--- src/rtl/jedro_1_decoder_pkg.sv ---
// Shared definitions for the jedro_1 decode stage: RV32I opcodes, instruction
// classes, ALU operation encodings, decode FSM states and the decoded-field record.
package jedro_1_defines;

   localparam int XLEN   = 32;
   localparam int REG_AW = 5;

   localparam logic [6:0] OPC_LUI      = 7'b0110111;
   localparam logic [6:0] OPC_AUIPC    = 7'b0010111;
   localparam logic [6:0] OPC_JAL      = 7'b1101111;
   localparam logic [6:0] OPC_JALR     = 7'b1100111;
   localparam logic [6:0] OPC_BRANCH   = 7'b1100011;
   localparam logic [6:0] OPC_LOAD     = 7'b0000011;
   localparam logic [6:0] OPC_STORE    = 7'b0100011;
   localparam logic [6:0] OPC_OP_IMM   = 7'b0010011;
   localparam logic [6:0] OPC_OP       = 7'b0110011;
   localparam logic [6:0] OPC_MISC_MEM = 7'b0001111;
   localparam logic [6:0] OPC_SYSTEM   = 7'b1110011;

   localparam logic [6:0] F7_BASE = 7'h00;
   localparam logic [6:0] F7_ALT  = 7'h20;

   // Class 0 is reserved for "no class", which is what an illegal decode reports.
   typedef enum logic [3:0] {
      CLS_NONE     = 4'd0,
      CLS_LUI      = 4'd1,
      CLS_AUIPC    = 4'd2,
      CLS_JAL      = 4'd3,
      CLS_JALR     = 4'd4,
      CLS_BRANCH   = 4'd5,
      CLS_LOAD     = 4'd6,
      CLS_STORE    = 4'd7,
      CLS_OP_IMM   = 4'd8,
      CLS_OP       = 4'd9,
      CLS_MISC_MEM = 4'd10,
      CLS_SYSTEM   = 4'd11
   } instr_class_e;

   typedef enum logic [3:0] {
      ALU_ADD  = 4'h0,
      ALU_SLL  = 4'h1,
      ALU_SLT  = 4'h2,
      ALU_SLTU = 4'h3,
      ALU_XOR  = 4'h4,
      ALU_SRL  = 4'h5,
      ALU_OR   = 4'h6,
      ALU_AND  = 4'h7,
      ALU_SUB  = 4'h8,
      ALU_SRA  = 4'hD
   } alu_op_e;

   typedef enum logic [1:0] {
      ST_EMPTY = 2'd0,
      ST_FULL  = 2'd1,
      ST_HALT  = 2'd2
   } dec_state_e;

   typedef struct packed {
      instr_class_e      cls;
      logic [3:0]        alu_op;
      logic [REG_AW-1:0] rs1;
      logic [REG_AW-1:0] rs2;
      logic [REG_AW-1:0] rd;
      logic              rd_we;
      logic              use_imm;
      logic [XLEN-1:0]   imm;
   } dec_fields_t;

   function automatic logic class_writes_rd(instr_class_e c);
      return c inside {CLS_LUI, CLS_AUIPC, CLS_JAL, CLS_JALR, CLS_LOAD, CLS_OP_IMM, CLS_OP};
   endfunction

endpackage

--- src/rtl/jedro_1_decoder_if.sv ---
// Decode-stage bus: IFU fetch handshake on one side, execute-stage handshake and
// decoded fields on the other. The decoder takes the slave view.
interface jedro_1_decoder_if #(
   parameter int DATA_WIDTH = 32,
   parameter int REG_ADDR_W = 5
);
   logic [DATA_WIDTH-1:0] cinstr_i;
   logic                  cinstr_valid_i;
   logic                  get_next_instr_o;
   logic                  flush_i;
   logic                  ex_ready_i;
   logic                  dec_valid_o;
   logic [3:0]            instr_class_o;
   logic [3:0]            alu_op_o;
   logic [REG_ADDR_W-1:0] rs1_addr_o;
   logic [REG_ADDR_W-1:0] rs2_addr_o;
   logic [REG_ADDR_W-1:0] rd_addr_o;
   logic                  rd_we_o;
   logic                  use_imm_o;
   logic [DATA_WIDTH-1:0] imm_o;
   logic                  illegal_instr_o;

   modport slave (
      input  cinstr_i, cinstr_valid_i, flush_i, ex_ready_i,
      output get_next_instr_o, dec_valid_o, instr_class_o, alu_op_o,
             rs1_addr_o, rs2_addr_o, rd_addr_o, rd_we_o, use_imm_o,
             imm_o, illegal_instr_o
   );

   modport master (
      output cinstr_i, cinstr_valid_i, flush_i, ex_ready_i,
      input  get_next_instr_o, dec_valid_o, instr_class_o, alu_op_o,
             rs1_addr_o, rs2_addr_o, rd_addr_o, rd_we_o, use_imm_o,
             imm_o, illegal_instr_o
   );
endinterface

--- src/rtl/jedro_1_decoder_imm_gen.sv ---
// RV32I immediate generator: picks the I/S/B/U/J format from the opcode and
// sign-extends from instr[31]. Formats without an immediate produce 0.
module jedro_1_imm_gen
   import jedro_1_defines::*;
(
   input  logic [31:0] instr,
   output logic [31:0] imm
);

   logic [6:0] opcode;
   assign opcode = instr[6:0];

   // NOTE: imm gets a default before the case so every path assigns it and no latch is inferred.
   always_comb begin
      imm = '0;
      case (opcode)
         OPC_JALR, OPC_LOAD, OPC_OP_IMM, OPC_MISC_MEM, OPC_SYSTEM:
            imm = {{20{instr[31]}}, instr[31:20]};
         OPC_STORE:
            imm = {{20{instr[31]}}, instr[31:25], instr[11:7]};
         OPC_BRANCH:
            imm = {{19{instr[31]}}, instr[31], instr[7], instr[30:25], instr[11:8], 1'b0};
         OPC_LUI, OPC_AUIPC:
            imm = {instr[31:12], 12'h000};
         OPC_JAL:
            imm = {{11{instr[31]}}, instr[31], instr[19:12], instr[20], instr[30:21], 1'b0};
         default:
            imm = '0;
      endcase
   end

endmodule

--- src/rtl/jedro_1_decoder.sv ---
// RV32I decode stage: combinational decode of the IFU word into a single output
// register, sequenced by an EMPTY/FULL/HALT FSM with flush from execute.
module jedro_1_decoder
   import jedro_1_defines::*;
#(
   parameter int DATA_WIDTH = 32,
   parameter int REG_ADDR_W = 5
) (
   input logic              clk_i,
   input logic              rstn_i,
   jedro_1_decoder_if.slave dec_if
);

   logic [DATA_WIDTH-1:0] instr;
   logic [6:0]            opcode;
   logic [2:0]            funct3;
   logic [6:0]            funct7;
   logic [REG_ADDR_W-1:0] rs1_field;
   logic [REG_ADDR_W-1:0] rs2_field;
   logic [REG_ADDR_W-1:0] rd_field;
   logic [31:0]           imm_w;

   instr_class_e cls;
   logic         dec_illegal;
   dec_fields_t  dec;
   dec_fields_t  held;

   dec_state_e state;
   dec_state_e state_nxt;

   logic accept;
   logic retire;
   logic get_next;
   logic dec_valid;

   assign instr     = dec_if.cinstr_i;
   assign opcode    = instr[6:0];
   assign funct3    = instr[14:12];
   assign funct7    = instr[31:25];
   assign rs1_field = instr[15 +: REG_ADDR_W];
   assign rs2_field = instr[20 +: REG_ADDR_W];
   assign rd_field  = instr[7 +: REG_ADDR_W];

   jedro_1_imm_gen u_imm_gen (
      .instr (instr),
      .imm   (imm_w)
   );

   // Class and legality. Opcodes not ending in 2'b11 never match a legal opcode.
   always_comb begin
      cls         = CLS_NONE;
      dec_illegal = 1'b0;
      case (opcode)
         OPC_LUI:      cls = CLS_LUI;
         OPC_AUIPC:    cls = CLS_AUIPC;
         OPC_JAL:      cls = CLS_JAL;
         OPC_JALR:     cls = CLS_JALR;
         OPC_BRANCH:   cls = CLS_BRANCH;
         OPC_LOAD:     cls = CLS_LOAD;
         OPC_STORE:    cls = CLS_STORE;
         OPC_MISC_MEM: cls = CLS_MISC_MEM;
         OPC_SYSTEM:   cls = CLS_SYSTEM;
         OPC_OP_IMM: begin
            cls = CLS_OP_IMM;
            if (funct3 == 3'd1 && funct7 != F7_BASE)
               dec_illegal = 1'b1;
            if (funct3 == 3'd5 && !(funct7 inside {F7_BASE, F7_ALT}))
               dec_illegal = 1'b1;
         end
         OPC_OP: begin
            cls = CLS_OP;
            if (funct7 == F7_ALT)
               dec_illegal = !(funct3 inside {3'd0, 3'd5});
            else if (funct7 != F7_BASE)
               dec_illegal = 1'b1;
         end
         default: dec_illegal = 1'b1;
      endcase
   end

   // Field packing; an illegal word leaves every field at zero.
   always_comb begin
      dec = '0;
      if (!dec_illegal) begin
         dec.cls     = cls;
         dec.rs1     = rs1_field;
         dec.rs2     = rs2_field;
         dec.rd      = rd_field;
         dec.imm     = imm_w;
         dec.use_imm = !(cls inside {CLS_OP, CLS_BRANCH});
         dec.rd_we   = class_writes_rd(cls) && (rd_field != '0);
         if (cls == CLS_OP)
            dec.alu_op = {funct7[5], funct3};
         else if (cls == CLS_OP_IMM)
            dec.alu_op = {(funct3 == 3'd5) & funct7[5], funct3};
         else
            dec.alu_op = ALU_ADD;
      end
   end

   assign accept = dec_if.cinstr_valid_i & get_next;
   assign retire = dec_valid & dec_if.ex_ready_i;

   // NOTE: sequential state uses non-blocking assignments so every flop samples pre-edge values.
   always_ff @(posedge clk_i) begin
      if (!rstn_i)
         state <= ST_EMPTY;
      else
         state <= state_nxt;
   end

   always_comb begin
      state_nxt = state;
      if (dec_if.flush_i) begin
         state_nxt = ST_EMPTY;
      end else begin
         case (state)
            ST_EMPTY:
               if (accept)
                  state_nxt = dec_illegal ? ST_HALT : ST_FULL;
            ST_FULL:
               if (retire && accept)
                  state_nxt = dec_illegal ? ST_HALT : ST_FULL;
               else if (retire)
                  state_nxt = ST_EMPTY;
            ST_HALT:
               state_nxt = ST_HALT;
            default:
               state_nxt = ST_EMPTY;
         endcase
      end
   end

   always_comb begin
      dec_valid = (state != ST_EMPTY);
      get_next  = rstn_i && !dec_if.flush_i &&
                  ((state == ST_EMPTY) || (state == ST_FULL && dec_if.ex_ready_i));
   end

   // NOTE: the field register is reset because execute must see all-zero outputs during reset.
   always_ff @(posedge clk_i) begin
      if (!rstn_i)
         held <= '0;
      else if (accept)
         held <= dec;
   end

   assign dec_if.get_next_instr_o = get_next;
   assign dec_if.dec_valid_o      = dec_valid;
   assign dec_if.illegal_instr_o  = (state == ST_HALT);
   assign dec_if.instr_class_o    = held.cls;
   assign dec_if.alu_op_o         = held.alu_op;
   assign dec_if.rs1_addr_o       = held.rs1;
   assign dec_if.rs2_addr_o       = held.rs2;
   assign dec_if.rd_addr_o        = held.rd;
   assign dec_if.rd_we_o          = held.rd_we;
   assign dec_if.use_imm_o        = held.use_imm;
   assign dec_if.imm_o            = held.imm;

endmodule

--- src/flat_wrapper.sv ---
// flat-port wrapper written by rule: the top's interface ports become plain ports
module jedro_1_decoder_flat import jedro_1_defines::*;
#(
   parameter int DATA_WIDTH = 32,
   parameter int REG_ADDR_W = 5
)
  (clk_i, rstn_i, dec_if_cinstr_i, dec_if_cinstr_valid_i, dec_if_flush_i, dec_if_ex_ready_i, dec_if_get_next_instr_o, dec_if_dec_valid_o, dec_if_instr_class_o, dec_if_alu_op_o, dec_if_rs1_addr_o, dec_if_rs2_addr_o, dec_if_rd_addr_o, dec_if_rd_we_o, dec_if_use_imm_o, dec_if_imm_o, dec_if_illegal_instr_o);
  jedro_1_decoder_if #(.DATA_WIDTH(DATA_WIDTH), .REG_ADDR_W(REG_ADDR_W)) dec_if_i ();
  input logic clk_i;
  input logic rstn_i;
  input wire logic [$bits(dec_if_i.cinstr_i)-1:0] dec_if_cinstr_i;
  input wire logic [$bits(dec_if_i.cinstr_valid_i)-1:0] dec_if_cinstr_valid_i;
  input wire logic [$bits(dec_if_i.flush_i)-1:0] dec_if_flush_i;
  input wire logic [$bits(dec_if_i.ex_ready_i)-1:0] dec_if_ex_ready_i;
  output wire logic [$bits(dec_if_i.get_next_instr_o)-1:0] dec_if_get_next_instr_o;
  output wire logic [$bits(dec_if_i.dec_valid_o)-1:0] dec_if_dec_valid_o;
  output wire logic [$bits(dec_if_i.instr_class_o)-1:0] dec_if_instr_class_o;
  output wire logic [$bits(dec_if_i.alu_op_o)-1:0] dec_if_alu_op_o;
  output wire logic [$bits(dec_if_i.rs1_addr_o)-1:0] dec_if_rs1_addr_o;
  output wire logic [$bits(dec_if_i.rs2_addr_o)-1:0] dec_if_rs2_addr_o;
  output wire logic [$bits(dec_if_i.rd_addr_o)-1:0] dec_if_rd_addr_o;
  output wire logic [$bits(dec_if_i.rd_we_o)-1:0] dec_if_rd_we_o;
  output wire logic [$bits(dec_if_i.use_imm_o)-1:0] dec_if_use_imm_o;
  output wire logic [$bits(dec_if_i.imm_o)-1:0] dec_if_imm_o;
  output wire logic [$bits(dec_if_i.illegal_instr_o)-1:0] dec_if_illegal_instr_o;
  assign dec_if_i.cinstr_i = dec_if_cinstr_i;
  assign dec_if_i.cinstr_valid_i = dec_if_cinstr_valid_i;
  assign dec_if_i.flush_i = dec_if_flush_i;
  assign dec_if_i.ex_ready_i = dec_if_ex_ready_i;
  assign dec_if_get_next_instr_o = dec_if_i.get_next_instr_o;
  assign dec_if_dec_valid_o = dec_if_i.dec_valid_o;
  assign dec_if_instr_class_o = dec_if_i.instr_class_o;
  assign dec_if_alu_op_o = dec_if_i.alu_op_o;
  assign dec_if_rs1_addr_o = dec_if_i.rs1_addr_o;
  assign dec_if_rs2_addr_o = dec_if_i.rs2_addr_o;
  assign dec_if_rd_addr_o = dec_if_i.rd_addr_o;
  assign dec_if_rd_we_o = dec_if_i.rd_we_o;
  assign dec_if_use_imm_o = dec_if_i.use_imm_o;
  assign dec_if_imm_o = dec_if_i.imm_o;
  assign dec_if_illegal_instr_o = dec_if_i.illegal_instr_o;
  jedro_1_decoder #(.DATA_WIDTH(DATA_WIDTH), .REG_ADDR_W(REG_ADDR_W)) u_core (.clk_i(clk_i), .rstn_i(rstn_i), .dec_if(dec_if_i));
endmodule
--- config.mk ---
export PLATFORM = sky130hd
export DESIGN_NAME = jedro_1_decoder_flat
export DESIGN_NICKNAME = d
export VERILOG_FILES = /design/src/rtl/jedro_1_decoder_pkg.sv /design/src/rtl/jedro_1_decoder_if.sv /design/src/rtl/jedro_1_decoder_imm_gen.sv /design/src/rtl/jedro_1_decoder.sv /design/src/flat_wrapper.sv
export SDC_FILE = /design/constraint.sdc
export NUM_CORES = 1
export LEC_CHECK = 0
export ABC_AREA = 1
export BUFFER_PORTS_ARGS = -buffer_cell sky130_fd_sc_hd__buf_2
export CORE_AREA = 2 2 96 98
export DETAILED_ROUTE_END_ITERATION = 16
export DIE_AREA = 0 0 98 100
export GPL_TIMING_DRIVEN = 0
export PLACE_DENSITY = 0.76
export SLEW_MARGIN = 20
export SYNTH_ARGS = -nofsm -noshare
export SYNTH_HDL_FRONTEND = slang
export SYNTH_SLANG_ARGS = --single-unit
--- constraint.sdc ---
create_clock -name clk_i -period 1.7 [get_ports clk_i]
set_clock_uncertainty 0.1 [all_clocks]
set_input_delay 0.255 -clock clk_i [delete_from_list [all_inputs] [get_ports clk_i]]
set_output_delay 0.255 -clock clk_i [all_outputs]
set_load 0.02 [all_outputs]
==> results of run 1 <==
## state kept, by name, indices dropped and copies added (netlist names)
name / flops
u_core.dec_if.instr_class_o: 4
u_core.dec_if.alu_op_o: 4
u_core.dec_if.rs1_addr_o: 5
u_core.dec_if.imm_o: 32
u_core.dec_if.rs2_addr_o: 5
u_core.dec_if.rd_we_o: 1
u_core.dec_if.rd_addr_o: 5
u_core.dec_if.use_imm_o: 1
u_core.state: 2
## timing repair
action                                  in CTS  in global routing
buffers inserted                             0                  4
hold endpoints to repair                     0                  0
endpoints found under the setup margin      43                 52
pin swaps                                    0                  1
gates resized for setup                      7                 28
## cell families (layout without fill, tap and decap cells)
group                  count (synthesis)  after routing
AOI/OAI and AO/OA                     89             89
DFF                                   59             59
buffers and inverters                 67            183
and+or+nand+nor                      275            275
## path summary, 6_finish.rpt
path / to / cells past startpoint
worst max-delay path: u_core.dec_if.imm_o[3] / 14
worst min-delay path: u_core.dec_if.rd_addr_o[1] / 3
worst max register to register: u_core.dec_if.imm_o[27] / 9
worst min register to register: u_core.dec_if.rd_addr_o[4] / 2
## synth_stat cells
library cell,count
nand3b_1,2
nand2_2,3
dfxtp_1,59
o21ai_0,5
inv_1,31
nor3b_1,1
o211ai_1,2
nor2_1,57
nand3_2,30
nor3_1,3
inv_2,6
o22ai_1,2
buf_2,10
buf_12,3
nand3_1,36
nor2_4,2
buf_6,1
a21oi_1,50
a21oi_2,30
nand2_1,133
nor2_2,6
clkbuf_1,15
nand4_1,2
buf_4,1
## worst max-delay path: cells and delay by family
kind,cells,cell delay (ns)
compound gates,1,0.12
buf+inv,4,0.51
simple gates,9,0.87
## report_power, final
part	switching (W)	internal [W]
Sequential	0.00000203	0.00139
Combinational	0.000239	0.000113
Clock	0.000628	0.000682
## per-stage QoR
stage,hold slack [ns],TNS [ns],total power (W),utilization,instances
floorplan,0.298,0,0.00162,-,490
global placement,0.352,-20.44,0.00174,0.452,697
detailed placement,0.356,-19.04,0.00175,0.452,697
CTS,0.0647,0,0.00305,0.476,713
global route,0.0772,-0.00479,0.00316,0.486,717
finish,0.0661,0,0.00305,0.486,717
## placed cells by master (no fill, tap or decap), drive strengths merged
master	n
inv	38
nor3	3
nand3b	2
nor2	65
buf	114
o22ai	2
clkinv	3
clkinvlp	2
nand2	136
nand3	66
clkbuf	25
o21ai	5
bufinv	1
nor3b	1
nand4	2
a21oi	80
dfxtp	59
o211ai	2
## metal layers
layer / track usage / part of all wire / wire, µm
met1: 0.279 / 0.44 / 4540
met2: 0.351 / 0.47 / 4810
met3: 0.0425 / 0.066 / 673
met4: 0.0983 / 0.022 / 221
met5: 0 / 0 / 0
## layout make-up
class / count / area, µm²
fillers: 890 / 4570
multi-input cells: 364 / 1930
flip-flops and latches: 59 / 1180
repair buffers: 100 / 510
plain buffers: 30 / 226
inverters: 37 / 139
well taps: 111 / 139
clock buffers: 9 / 124
clock inverters: 7 / 76.3
==> impl_metrics.toml, run 1 <==
[detailed_routing]
drt_iter0_drc = 172
post_drt_wl_per_cell_um = 14.3
routed_wl_um = 10200
vias = 3554
drt_pass1_iterations = 4
vias_per_cell = 4.96
ant_nets = 0
drc_errors = 0

[logic_synthesis]
yosys-top-cells-area = "dfxtp_1 (35%), nand2_1 (15%), nand3_2 (8.8%), a21oi_2 (7.7%), a21oi_1 (7.4%)"
yosysSeqAreaShare = 0.348
synthAdderAreaFrac = 0
synthesis.area_mm2 = 0.00339
synth_top_family_by_area = "simple AND/OR/NAND/NOR gates"
synth.area.mux_share = 0
synth-seq-cells = 59
synth_area_leader_cell = "dfxtp_1"
yosys.area_share.simple = 0.390
synth_fp_nets = 527
syn-instance-count = 490
synth_top_area_share = 0.348
yosys_warnings = 0
synth_compound_gate_area_share = 0.167
ys_types = 24
syn_area_per_cell_um2 = 6.93
synth_xor_area_frac = 0

[die]
io_pins = 97
start_util = 0.382
die_w_um = 98
die_h_um = 100
die-area_mm2 = 0.00980
floorplan.rows = 35
coreArea_mm2 = 0.00889

[worst_setup_path]
critPathMaxStageDelay_ns = 0.19
critical_path_class = "in2reg"
cp-start-kind = "input port"
end_kind = "register"
slowest_stage = "nor2_4"
required_ns = 1.89
cp-startpoint = "dec_if_cinstr_i[4]"
worst_ep_arrival_time_ns = 1.79
path_cells = "buf_2 -> inv_2 -> nand2_1 -> nor2_4 -> nand2_4 -> nand2_1 -> nor2_1 -> nand2_2 -> nor2_2 -> nor2_4 -> buf_12 -> buf_12 -> nand3_2 -> a21oi_2"
r2r_slack_ns = 0.14
r2r-start = "u_core.state[1]"
cp_max_fo = 10

[sta]
fin_crit_sh = 0.941
worst_slack_ns = 0.100
hold_viol = 0
max_freq_ghz = 0.625
finalCriticalPeriod_ns = 1.60
slew_violations = 0
worst_slew_pin_slew_ns = 0.707
relSlewSlack = 0.529
finalSetupViolCount = 0

[place]
place_ws_ns = -0.412
io_buffer_count = 96
place.gp.congestion = 0.923
hpwl_um = 7900
placed_cell_area_mm2 = 0.00402

[final_layout]
design_area_mm2 = 0.00432
syn2layout_area_growth_pct = 27.4
diodes = 0
drive_above_1_share = 0.363
nNetsFinal = 638

[power_and_ir_drop]
p_leak_nw = 1.99
pwr_density_cell_mw_per_mm2 = 705
irDropWorstVdd_uv = 366

[run_status]
status = "complete, no violations"

[clock_network]
clk_pin_slew_ns = 0.07
cts_htree_levels = 3
cts_tree = "built"
cts_root_buf = "clkbuf_8"
clockBufferDepth = 2
cts_sinks = 59
clkLatencyLatePin_ns = 0.35
numCtsBuffers = 9
holdBufCountCts = 0

[global_route]
grt_overflow = 0
grt_start_max_net_pins = 13
first_global_vias = 3522
antenna_found_initial = 0
grt_use_total = 0.216
grt_pass1_wl_um = 16900

[min_path]
hold_path.class = "in2reg"
hp-start = "dec_if_cinstr_i[8]"

[run]
max_cap_violations = 0
No activity file was read; power rests on OpenSTA's default activity.
==> inputs of run 2 (changes only) <==
--- a/config.mk
+++ b/config.mk
@@ -7,11 +7,11 @@
 export LEC_CHECK = 0
 export ABC_AREA = 1
 export BUFFER_PORTS_ARGS = -buffer_cell sky130_fd_sc_hd__buf_2
-export CORE_AREA = 2 2 96 98
+export CORE_AREA = 2 2 110 112
 export DETAILED_ROUTE_END_ITERATION = 16
-export DIE_AREA = 0 0 98 100
+export DIE_AREA = 0 0 112 114
 export GPL_TIMING_DRIVEN = 0
-export PLACE_DENSITY = 0.76
+export PLACE_DENSITY = 0.63
 export SLEW_MARGIN = 20
 export SYNTH_ARGS = -nofsm -noshare
 export SYNTH_HDL_FRONTEND = slang
==> run 2 against run 1 <==
Against the previous run:
- cell count increased by 6.1%
- global-route usage decreased by 4.2 points
- sequential power about the same
- non-clock buffer count increased by 8
- wire length increased by 9.1%
- critical endpoint is now u_core.dec_if.imm_o[16]
- largest power group is now the clock network
- highest routed layer unchanged
==> impl_metrics.toml, run 2 (synthesis gave the netlist of run 1 again) <==
[worst_setup_path]
r2r-end = "u_core.dec_if.imm_o[30]"
path_cells = "buf_2 -> nand2_2 -> inv_1 -> nand2_2 -> nor2_2 -> a21oi_2 -> nand2_2 -> nor2_2 -> nor2_4 -> buf_12 -> clkbuf_16 -> nand3_2 -> a21oi_2"
slowest_stage = "nor2_4"
r2r-start = "u_core.state[0]"
crit_top_cell = "nand2_2"
cp-start-kind = "input port"
crit_family = "simple AND/OR/NAND/NOR gates"
end_kind = "register"
required_ns = 1.86
ff2ff_path_depth = 8
path_buf_inv = 4
worst_ep_arrival_time_ns = 1.79
cp_max_fo = 6
cp-startpoint = "dec_if_cinstr_i[1]"
r2r_slack_ns = 0.11
critical_path_class = "in2reg"
critPathMaxStageDelay_ns = 0.20

[detailed_routing]
post_drt_wl_per_cell_um = 14.7
ant_nets = 0
drc_errors = 0
vias_per_cell = 4.79
routed_wl_um = 11200
drt_pass1_iterations = 4
drt_iter0_drc = 269
vias = 3645

[final_layout]
drive_above_1_share = 0.379
largest_reg_flops = 32
post-route-util = 0.393
layout_commonest_cell = "nand2_1"
syn2layout_area_growth_pct = 35.8
diodes = 0
fill_cells = 1243
nNetsFinal = 646
layout_common_cells = "nand2_1 (128), buf_2 (100), dfxtp_1 (59)"

[global_route]
grt_start_max_net_pins = 11
antenna_found_initial = 0
grt_overflow = 0
grt_pass1_wl_um = 17500
grt_use_total = 0.174
first_global_vias = 3414

[power_and_ir_drop]
combPwrFrac = 0.108
seq_power_share = 0.386
pwr_density_cell_mw_per_mm2 = 781
p_int_w = 0.00269
irDropWorstVdd_uv = 944
clkPwrFrac = 0.506
finalPower_w = 0.00360
swShare = 0.252
p_leak_nw = 2.11
p_switching_w = 0.000908

[clock_network]
cts_htree_levels = 3
cts_root_buf = "clkbuf_16"
cts_sinks = 59
clkLatencyLatePin_ns = 0.33
cts_tree = "built"
clk_pin_slew_ns = 0.05
clockBufferDepth = 2
numCtsBuffers = 9

[die]
io_pins = 97
start_util = 0.290
die_h_um = 114
coreArea_mm2 = 0.0117
die-area_mm2 = 0.0128
floorplan.rows = 40
die_w_um = 112

[sta]
finalSetupViolCount = 0
slew_violations = 0
max_freq_ghz = 0.613
finalCriticalPeriod_ns = 1.63
hold_ws_ns = 0.0930
worst_slew_pin_slew_ns = 0.718
setup_tns_ns = 0
hold_viol = 0
relSlewSlack = 0.521
fin_crit_sh = 0.960

[min_path]
hold_path_end = "u_core.dec_if.rd_addr_o[1]"
hold_path.class = "in2reg"
min_path_cells = 3
hp-start = "dec_if_cinstr_i[8]"

[place]
io_buffer_count = 96
hpwl_um = 8410
place.gp.congestion = 0.871

[run_status]
status = "complete, no violations"

[run]
max_cap_violations = 0
run 2: what timing repair did:
| action | 4_1_cts | 5_1_grt |
|---|---|---|
| cloned | 0 | 3 |
| endpoints found under the setup margin | 43 | 57 |
| setup buffers | 0 | 9 |
| hold buffers | 0 | 0 |
| pin swaps | 0 | 5 |
| gates resized for setup | 8 | 37 |
run 2: area by class of cell:
cell class                      instances  area (µm²)  share of cell area
Clock inverter                          5        52.6              0.0114
Multi-Input combinational cell        364        1950               0.424
Inverter                               37         139              0.0301
Sequential cell                        59        1180               0.256
Timing Repair Buffer                  108         623               0.135
Clock buffer                           11         243              0.0527
Tap cell                              147         184              0.0399
Buffer                                 30         234              0.0508
run 2: worst max path at each step:
stage,end,slack [ns],cells past startpoint
after global routing,u_core.dec_if.imm_o[13],-0.009,12
after detailed placement,u_core.dec_if.imm_o[3],-0.41,13
after floorplan,u_core.dec_if.imm_o[11],0.02,12
final,u_core.dec_if.imm_o[16],0.07,13
after CTS,u_core.dec_if.imm_o[3],0.007,8
after global placement,u_core.dec_if.imm_o[3],-0.43,13
run 2: routing by layer:
| metal | GRT usage | routed length [µm] | up-vias |
|---|---|---|---|
| li1 | - | - | 1833 |
| met1 | 0.225 | 5050 | 1682 |
| met2 | 0.284 | 5230 | 112 |
| met3 | 0.0547 | 721 | 18 |
| met4 | 0.0407 | 176 | 0 |
| met5 | 0 | 0 | - |
run 2: power groups by stage:
stage          registers, W  logic (W)  clock network [W]
5_1_grt             0.00139   0.000421            0.00192
2_1_floorplan       0.00142   0.000199                  0
3_3_place_gp        0.00142   0.000328                  0
3_5_place_dp        0.00142   0.000332                  0
4_1_cts             0.00139   0.000337            0.00186
6_report            0.00139   0.000387            0.00182
run 2: tightest hold or removal path, cell delays in order:
cell,delay (ns)
buf_2,0.12
nand3_2,0.07
a21oi_2,0.04
run 2: metrics by stage:
stage,std cells,setup WS (ns),cell area (µm²)
after floorplan,490,0.0244,3400
after global placement,733,-0.427,4060
after detailed placement,733,-0.413,4060
after CTS,749,0.00674,4370
after global routing,761,-0.00900,4610
final,761,0.0676,4610
